<file path="src/rtl/fetch_stage_if.sv">
// Bundle of the fetch stage's control inputs, instruction-memory bus and IF/ID outputs.
// The master modport is the fetch stage; the slave side is the hazard unit, memory and decode.
interface fetch_stage_if;
   logic        StallF;
   logic        StallD;
   logic        FlushD;
   logic        PCSrcE;
   logic [31:0] PCTargetE;
   logic        HaltReq;
   logic [31:0] RD;
   logic [31:0] A;
   logic [31:0] PCF;
   logic [31:0] InstrD;
   logic [31:0] PCD;
   logic [31:0] PCPlus4D;
   logic        ValidD;
   logic        Halted;
   logic        FetchFault;
   logic [31:0] FetchCount;

   modport master (
      input  StallF, StallD, FlushD, PCSrcE, PCTargetE, HaltReq, RD,
      output A, PCF, InstrD, PCD, PCPlus4D, ValidD, Halted, FetchFault, FetchCount
   );

   modport slave (
      output StallF, StallD, FlushD, PCSrcE, PCTargetE, HaltReq, RD,
      input  A, PCF, InstrD, PCD, PCPlus4D, ValidD, Halted, FetchFault, FetchCount
   );
endinterface

</file>
<file path="src/rtl/fetch_stage.sv">
// Instruction-fetch stage: PC register, BOOT/RUN/HALT control and the IF/ID pipeline register.
// The memory word index is combinational from PCF, so the fetched word arrives in the same cycle.
module fetch_stage #(
   parameter logic [31:0] RESET_PC  = 32'h0000_0000,
   parameter int          MEM_DEPTH = 64,
   parameter logic [31:0] NOP_INSTR = 32'h0000_0013
) (
   input logic          CLK,
   input logic          Reset,
   fetch_stage_if.master bus
);

   typedef enum logic [1:0] {BOOT, RUN, HALT} state_t;

   state_t      r_state;
   logic [31:0] r_pcF;
   logic [31:0] r_instrD;
   logic [31:0] r_pcD;
   logic [31:0] r_pcPlus4D;
   logic        r_validD;
   logic        r_halted;
   logic        r_fault;
   logic [31:0] r_count;

   logic [31:0] w_pcPlus4;
   logic [31:0] w_target;
   logic [31:0] w_wordIdx;
   logic        w_outOfRange;

   assign w_pcPlus4    = r_pcF + 32'd4;
   assign w_target     = {bus.PCTargetE[31:2], 2'b00};
   assign w_wordIdx    = {2'b00, r_pcF[31:2]};
   assign w_outOfRange = (w_wordIdx >= $unsigned(MEM_DEPTH));

   // A halt request that coincides with a redirect belongs to a wrong-path instruction, so it is ignored.
   always_ff @(posedge CLK) begin
      if (Reset) begin
         r_state    <= BOOT;
         r_pcF      <= RESET_PC;
         r_instrD   <= NOP_INSTR;
         r_pcD      <= 32'd0;
         r_pcPlus4D <= 32'd0;
         r_validD   <= 1'b0;
         r_halted   <= 1'b0;
         r_fault    <= 1'b0;
         r_count    <= 32'd0;
      end else begin
         case (r_state)
            BOOT: begin
               r_state    <= RUN;
               r_instrD   <= NOP_INSTR;
               r_pcD      <= 32'd0;
               r_pcPlus4D <= 32'd0;
               r_validD   <= 1'b0;
            end
            RUN: begin
               if (bus.HaltReq && !bus.PCSrcE) begin
                  r_state    <= HALT;
                  r_halted   <= 1'b1;
                  r_instrD   <= NOP_INSTR;
                  r_pcD      <= 32'd0;
                  r_pcPlus4D <= 32'd0;
                  r_validD   <= 1'b0;
               end else begin
                  if (bus.PCSrcE) begin
                     r_pcF <= w_target;
                  end else if (!bus.StallF) begin
                     r_pcF <= w_pcPlus4;
                  end

                  // Flush and redirect both squash ID, even when decode asked to stall.
                  if (bus.FlushD || bus.PCSrcE) begin
                     r_instrD   <= NOP_INSTR;
                     r_pcD      <= 32'd0;
                     r_pcPlus4D <= 32'd0;
                     r_validD   <= 1'b0;
                  end else if (!bus.StallD) begin
                     if (w_outOfRange) begin
                        r_instrD   <= NOP_INSTR;
                        r_pcD      <= 32'd0;
                        r_pcPlus4D <= 32'd0;
                        r_validD   <= 1'b0;
                        r_fault    <= 1'b1;
                     end else begin
                        r_instrD   <= bus.RD;
                        r_pcD      <= r_pcF;
                        r_pcPlus4D <= w_pcPlus4;
                        r_validD   <= 1'b1;
                        r_count    <= r_count + 32'd1;
                     end
                  end
               end
            end
            HALT: begin
               r_halted   <= 1'b1;
               r_instrD   <= NOP_INSTR;
               r_pcD      <= 32'd0;
               r_pcPlus4D <= 32'd0;
               r_validD   <= 1'b0;
            end
            default: begin
               r_state <= BOOT;
            end
         endcase
      end
   end

   assign bus.A          = w_wordIdx;
   assign bus.PCF        = r_pcF;
   assign bus.InstrD     = r_instrD;
   assign bus.PCD        = r_pcD;
   assign bus.PCPlus4D   = r_pcPlus4D;
   assign bus.ValidD     = r_validD;
   assign bus.Halted     = r_halted;
   assign bus.FetchFault = r_fault;
   assign bus.FetchCount = r_count;

endmodule

</file>
<file path="src/flat_wrapper.sv">
// flat-port wrapper written by rule: the top's interface ports become plain ports
module fetch_stage_flat 
#(
   parameter logic [31:0] RESET_PC  = 32'h0000_0000,
   parameter int          MEM_DEPTH = 64,
   parameter logic [31:0] NOP_INSTR = 32'h0000_0013
)
  (CLK, Reset, bus_StallF, bus_StallD, bus_FlushD, bus_PCSrcE, bus_PCTargetE, bus_HaltReq, bus_RD, bus_A, bus_PCF, bus_InstrD, bus_PCD, bus_PCPlus4D, bus_ValidD, bus_Halted, bus_FetchFault, bus_FetchCount);
  fetch_stage_if bus_i ();
  input logic CLK;
  input logic Reset;
  input wire logic [$bits(bus_i.StallF)-1:0] bus_StallF;
  input wire logic [$bits(bus_i.StallD)-1:0] bus_StallD;
  input wire logic [$bits(bus_i.FlushD)-1:0] bus_FlushD;
  input wire logic [$bits(bus_i.PCSrcE)-1:0] bus_PCSrcE;
  input wire logic [$bits(bus_i.PCTargetE)-1:0] bus_PCTargetE;
  input wire logic [$bits(bus_i.HaltReq)-1:0] bus_HaltReq;
  input wire logic [$bits(bus_i.RD)-1:0] bus_RD;
  output wire logic [$bits(bus_i.A)-1:0] bus_A;
  output wire logic [$bits(bus_i.PCF)-1:0] bus_PCF;
  output wire logic [$bits(bus_i.InstrD)-1:0] bus_InstrD;
  output wire logic [$bits(bus_i.PCD)-1:0] bus_PCD;
  output wire logic [$bits(bus_i.PCPlus4D)-1:0] bus_PCPlus4D;
  output wire logic [$bits(bus_i.ValidD)-1:0] bus_ValidD;
  output wire logic [$bits(bus_i.Halted)-1:0] bus_Halted;
  output wire logic [$bits(bus_i.FetchFault)-1:0] bus_FetchFault;
  output wire logic [$bits(bus_i.FetchCount)-1:0] bus_FetchCount;
  assign bus_i.StallF = bus_StallF;
  assign bus_i.StallD = bus_StallD;
  assign bus_i.FlushD = bus_FlushD;
  assign bus_i.PCSrcE = bus_PCSrcE;
  assign bus_i.PCTargetE = bus_PCTargetE;
  assign bus_i.HaltReq = bus_HaltReq;
  assign bus_i.RD = bus_RD;
  assign bus_A = bus_i.A;
  assign bus_PCF = bus_i.PCF;
  assign bus_InstrD = bus_i.InstrD;
  assign bus_PCD = bus_i.PCD;
  assign bus_PCPlus4D = bus_i.PCPlus4D;
  assign bus_ValidD = bus_i.ValidD;
  assign bus_Halted = bus_i.Halted;
  assign bus_FetchFault = bus_i.FetchFault;
  assign bus_FetchCount = bus_i.FetchCount;
  fetch_stage #(.RESET_PC(RESET_PC), .MEM_DEPTH(MEM_DEPTH), .NOP_INSTR(NOP_INSTR)) u_core (.CLK(CLK), .Reset(Reset), .bus(bus_i));
endmodule
</file>
<file path="config.mk">
export PLATFORM = sky130hd
export DESIGN_NAME = fetch_stage_flat
export DESIGN_NICKNAME = d
export VERILOG_FILES = /design/src/rtl/fetch_stage_if.sv /design/src/rtl/fetch_stage.sv /design/src/flat_wrapper.sv
export SDC_FILE = /design/constraint.sdc
export NUM_CORES = 1
export LEC_CHECK = 0
export CORE_MARGIN = 1
export CORE_UTILIZATION = 40
export DETAILED_ROUTE_END_ITERATION = 10
export PLACE_DENSITY = 0.83
export SYNTH_ARGS = -nofsm -noshare
export SYNTH_HDL_FRONTEND = slang
export SYNTH_SLANG_ARGS = --single-unit
</file>
<file path="constraint.sdc">
create_clock -name CLK -period 3.35 [get_ports CLK]
set_input_delay 1.005 -clock CLK [delete_from_list [all_inputs] [get_ports CLK]]
set_output_delay 1.005 -clock CLK [all_outputs]
set_load 0.02 [all_outputs]
</file>
After elaboration in Yosys (flattened, before gate mapping)
Index checks and enable logic that the tools add are counted. W data, S select, Z words.

Output and inout port bits: 195. Memory bits (writable): 0. Word-level logic and storage cells: 61. Flip-flop bits (word level): 165. ROM bits: 0. Memories: 0. Latch bits: 0. Input port bits: 71.

Reduce and logical (&&, ||, !) cells: 13. Bitwise logic cells: 5. Eq/ne operators: 5. Magnitude comparators: 1. Div/mod/pow operators: 0. Mux-type cells: 26. Add/subtract/negate cells: 2. Multiply operators: 0. Shift-type cells: 0.

Operators by type and width (number): $mux W32 (14); $pmux W32 S2 (3); $add A32 B1 Y32 const B (1); $add A32 B3 Y32 const B (1); $ge A30 B7 Y1 const B (1); $reduce_and A5 Y1 (2); $pmux W2 S3 (1); $reduce_and A2 Y1 (3); $mux W1 (5); $not A1 Y1 (5); $ne A2 B1 Y1 const B (2); $ne A4 B2 Y1 const B (1); $pmux W1 S2 (2); $reduce_bool A2 Y1 (2); $reduce_and A3 Y1 (1); $eq A2 B1 Y1 const B (1); $eq A2 B2 Y1 const B (1); $logic_not A2 Y1 (1); $mux W2 (1); $reduce_or A2 Y1 (1); $logic_and A1 B1 Y1 (1); $logic_not A1 Y1 (1); $logic_or A1 B1 Y1 (1).

Longest topological paths before layout
Depth in word-level cells: 6. Mapped depth: 9. Mapped depth without buffers: 6.

Worst setup path before layout
OpenSTA, ideal clock, no wires.

Path type: input -> register. Start: in bus_PCSrcE. End: reg u_core.r_count[11] (netlist: u_core.bus.FetchCount[11]). Slack: 0.391 ns. Library setup time: 0.070 ns. Required time: 3.280 ns. Stages on the path: 8. Buffers on the path: 3. Data arrival time: 2.889 ns. Cells stage by stage: buf_6 or3_4 or2_1 buf_6 or3_4 buf_6 or4_1 a21oi_1.

Word-level cells in the longest chain between the ends: 4. Elaborated cells between the ends (all ways): 6. Those cells by class: bitwise: 2; reduce/logical: 4.

RTL lines: start, declared (line flat_wrapper.sv:15) `input wire logic [$bits(bus_i.PCSrcE)-1:0] bus_PCSrcE;`; $logic_not A1 Y1 (line fetch_stage.sv:57) `if (bus.HaltReq && !bus.PCSrcE) begin`; $logic_and A1 B1 Y1 (line fetch_stage.sv:57); $not A1 Y1 (no line); $reduce_and A5 Y1 (no line) *; end signal, assigned (line fetch_stage.sv:89) `r_count <= r_count + 32'd1;`; end, declared (line fetch_stage.sv:23) `logic [31:0] r_count;`.

Every way passes the cells marked *; elsewhere a longest branch is shown, timed or not. A chain may end at the register's enable or synchronous reset.

Worst setup path after layout
Start: in bus_PCSrcE. End: reg u_core.r_count[22] (netlist: u_core.bus.FetchCount[22]).

Same word-level chain as after synthesis.

==> metrics <==
Bufs on Longest Clock Path=2; P_int=~3100 uW; post-cts resize count=0; P_leak=around 0.0036 uW; largest cells by area after synthesis=dfxtp_1, and3_1, nor2_1; ys async rst share=0%; final RePlAce weighted congestion=around 0.94; drt drc=0; Max-Cap Viols=0; WL/cell=17.0 um; placed inst area=roughly 9400 um2; Post-CTS Setup Bufs=0; # rows=between 40 and 50; adder-cell area share of the yosys netlist=less than 1%; final period demand of the worst path=2.84 ns; hold_buf cts=0; via/cell ratio=5.47; Tcrit/Tclk final=about 85%; fill count=roughly 1500; DIE HEIGHT=133 um; Final Skew=0.0158 ns; H-tree depth=4; starting density of the core=about 40%; relative slew slack=between 30% and 40%; simple-gate share of the synthesized area=25.6%; root buffer cell=clkbuf_16; P&R area growth vs syn=46.5%; FF-to-FF Start=u_core.bus.PCF[8]$_SDFFE_PP0P_; first-pass GRT wire length=roughly 34 mm; post-route ant nets=0; largest family of logic cells by synthesized area=simple AND/OR/NAND/NOR gates; WL final=21.2 mm; Design Area, Final=10000 um2; Port Buffer Count=259; Core ar.=about 17000 um2; post-synthesis cell count=between 700 and 800; Via Count=6815; hold slack=approximately 0.45 ns; Post-Synthesis Cell Area=~7000 um2; CP required=approximately 3.7 ns; die area=between 15000 and 20000 um2; clock sinks=160; Synth top area share=between 40% and 50%; clock latency on the worst-skew pair=0.43 ns; Critical Path Source=bus_PCSrcE; Crit Path Max Fanout=8; Synth Flop Type=dfxtp_1; Max VDD drop=about 0.37 mV; max-slew violations=0; Total GRT Usage=23.9%; Hold Crit Start=u_core.bus.PCD[2]$_SDFFE_PP0P_; xor/xnor cell area share of the yosys netlist=between 1 and 1.5%; YS warnings=0; maximum clock frequency=between 300 and 400 MHz; share of cells above drive strength 1=under 10%; Syn Area/Cell=between 8 and 9 um2; Synth Area in Compound Gates=17.3%; final global-route overflow total=0; die outline width=about 130 um; CTS tree=built; largest area contributor in the netlist=dfxtp_1; Worst-path clk slew=~0.07 ns; number of diodes=0; Yosys reg bits=between 150 and 200; Pwr Density=around 430 nW/um2; Clock Power Share=between 40% and 50%; setup TNS=0 ns; Crit Path Class=in2reg; largest net degree at the start of global routing=55; Sw Share=between 20% and 30%; RSZ-0062 raised after global routing=no; library cells used by synthesis=57; drt pass-1 iters=5; initial antenna violation count=0; post-synthesis mux area share=less than 1%; boundary pin count=266; status=completed; post-DP HPWL=15.0 mm; Reg power frac=between 40% and 50%; Hold Path Class=reg2reg; Post-synth EDFFs=0; Comb power frac=about a tenth; number of global-route vias before repair=roughly 6500; DRT iter0 DRCs=approximately 370; startpoint types=input pin; Hold Fails Final Rpt=0; CP endpoint kind=flop; Slew @ Worst Pin=roughly 0.9 ns; Nets=around 1100; Seq/Total Area, Yosys=a little under half; P_sw=about 1200 uW; CTS Buf Count=17; Worst EP arrival=approximately 3.2 ns; Final setup viols=0
cell families (layout without fill, tap and decap cells):
group,count (synthesis),after routing
compound gates,187,187
flops,160,160
other cells,1,4
buf+inv,107,332
fa+ha+maj,3,3
simple gates,330,330
xor+xnor,9,9
mux,2,2
through the flow:
| stage | power [uW] | utilization, % | std cells | setup WS [ns] |
|---|---|---|---|---|
| global route | 4500 | 60.3 | 1247 | 0.416 |
| CTS | 4380 | 60.3 | 1247 | 0.533 |
| finish | 4340 | 60.3 | 1247 | 0.514 |
| global placement | 2480 | 56.7 | 1215 | 0.125 |
| floorplan | 2260 | - | 802 | 0.391 |
| detailed placement | 2480 | 56.7 | 1215 | 0.0996 |
layer usage:
layer	part of all wire [%]	track usage [%]	wire length [um]
met1	43	29.9	9070
met2	47	38.0	9880
met3	8.5	7.39	1800
met4	2.1	10.0	436
met5	0	0	0
placed cells by master, fill, tap and decap left out, types with 20 or more instances in the layout:
cell type,n
and3_1,60
a22oi_1,37
clkdlybuf4s50_1,258
dfxtp_1,160
buf_4,25
nor2_1,75
a21oi_1,52
nand4_1,20
nand2_1,59
nand3_1,36
o21ai_0,35
Yosys cell counts, drive strengths merged, types with 3 or more instances:
library cell,n
or2,3
o22ai,4
clkbuf,49
ha,3
a21oi,52
xnor2,8
dfxtp,160
a211oi,9
o21ai,36
and4,5
a31oi,12
and3,60
nand3,36
nor3,6
nand2,59
or4,15
o211ai,4
nor4,18
nor2b,4
nor2,75
buf,43
inv,15
nand2b,3
o31ai,13
nand4,20
a21o,4
a22oi,37
or3,19
worst max-delay path: stages:
cell and delay [ns]:
clkdlybuf4s50_1 0.43, or3_4 0.42, nor4_4 0.30, buf_4 0.19
nand2_1 0.15, or4_1 0.54, a21oi_1 0.15
cell type report:
type,instances,area [um2],share of cell area (%)
sequential,160,3200,31.9
clock buffer,17,425,4.24
tap,220,275,2.74
clock inverter,15,164,1.63
timing repair buffer,285,2810,28.0
inverter,15,56.3,0.561
multi-input combinational,535,3100,30.9
flip-flops by register name, summed over array words and instances, names as in the netlist:
register / cells
u_core.bus.PCD: 30
u_core.bus.PCPlus4D: 31
u_core.bus.Halted: 1
u_core.bus.ValidD: 1
u_core.r_state: 2
u_core.bus.InstrD: 32
u_core.bus.FetchFault: 1
u_core.bus.FetchCount: 32
u_core.bus.PCF: 30
final timing paths:
check	slack (ns)	endpoint	cells past startpoint
min reg2reg	0.45	u_core.bus.PCD[2]$_SDFFE_PP0P_	2
min	0.45	u_core.bus.PCD[2]$_SDFFE_PP0P_	2
max reg2reg	0.74	u_core.bus.FetchCount[14]$_SDFFE_PP0P_	5
max	0.51	u_core.bus.FetchCount[22]$_SDFFE_PP0P_	7
power groups by stage:
stage | Combinational (uW) | Clock [uW] | Sequential [uW]
after floorplan | 230 | 0 | 2030
after global placement | 457 | 0 | 2020
after detailed placement | 462 | 0 | 2020
after CTS | 463 | 1940 | 1970
after global routing | 493 | 2030 | 1980
final | 464 | 1900 | 1980
(Power assumes the default switching activity.)
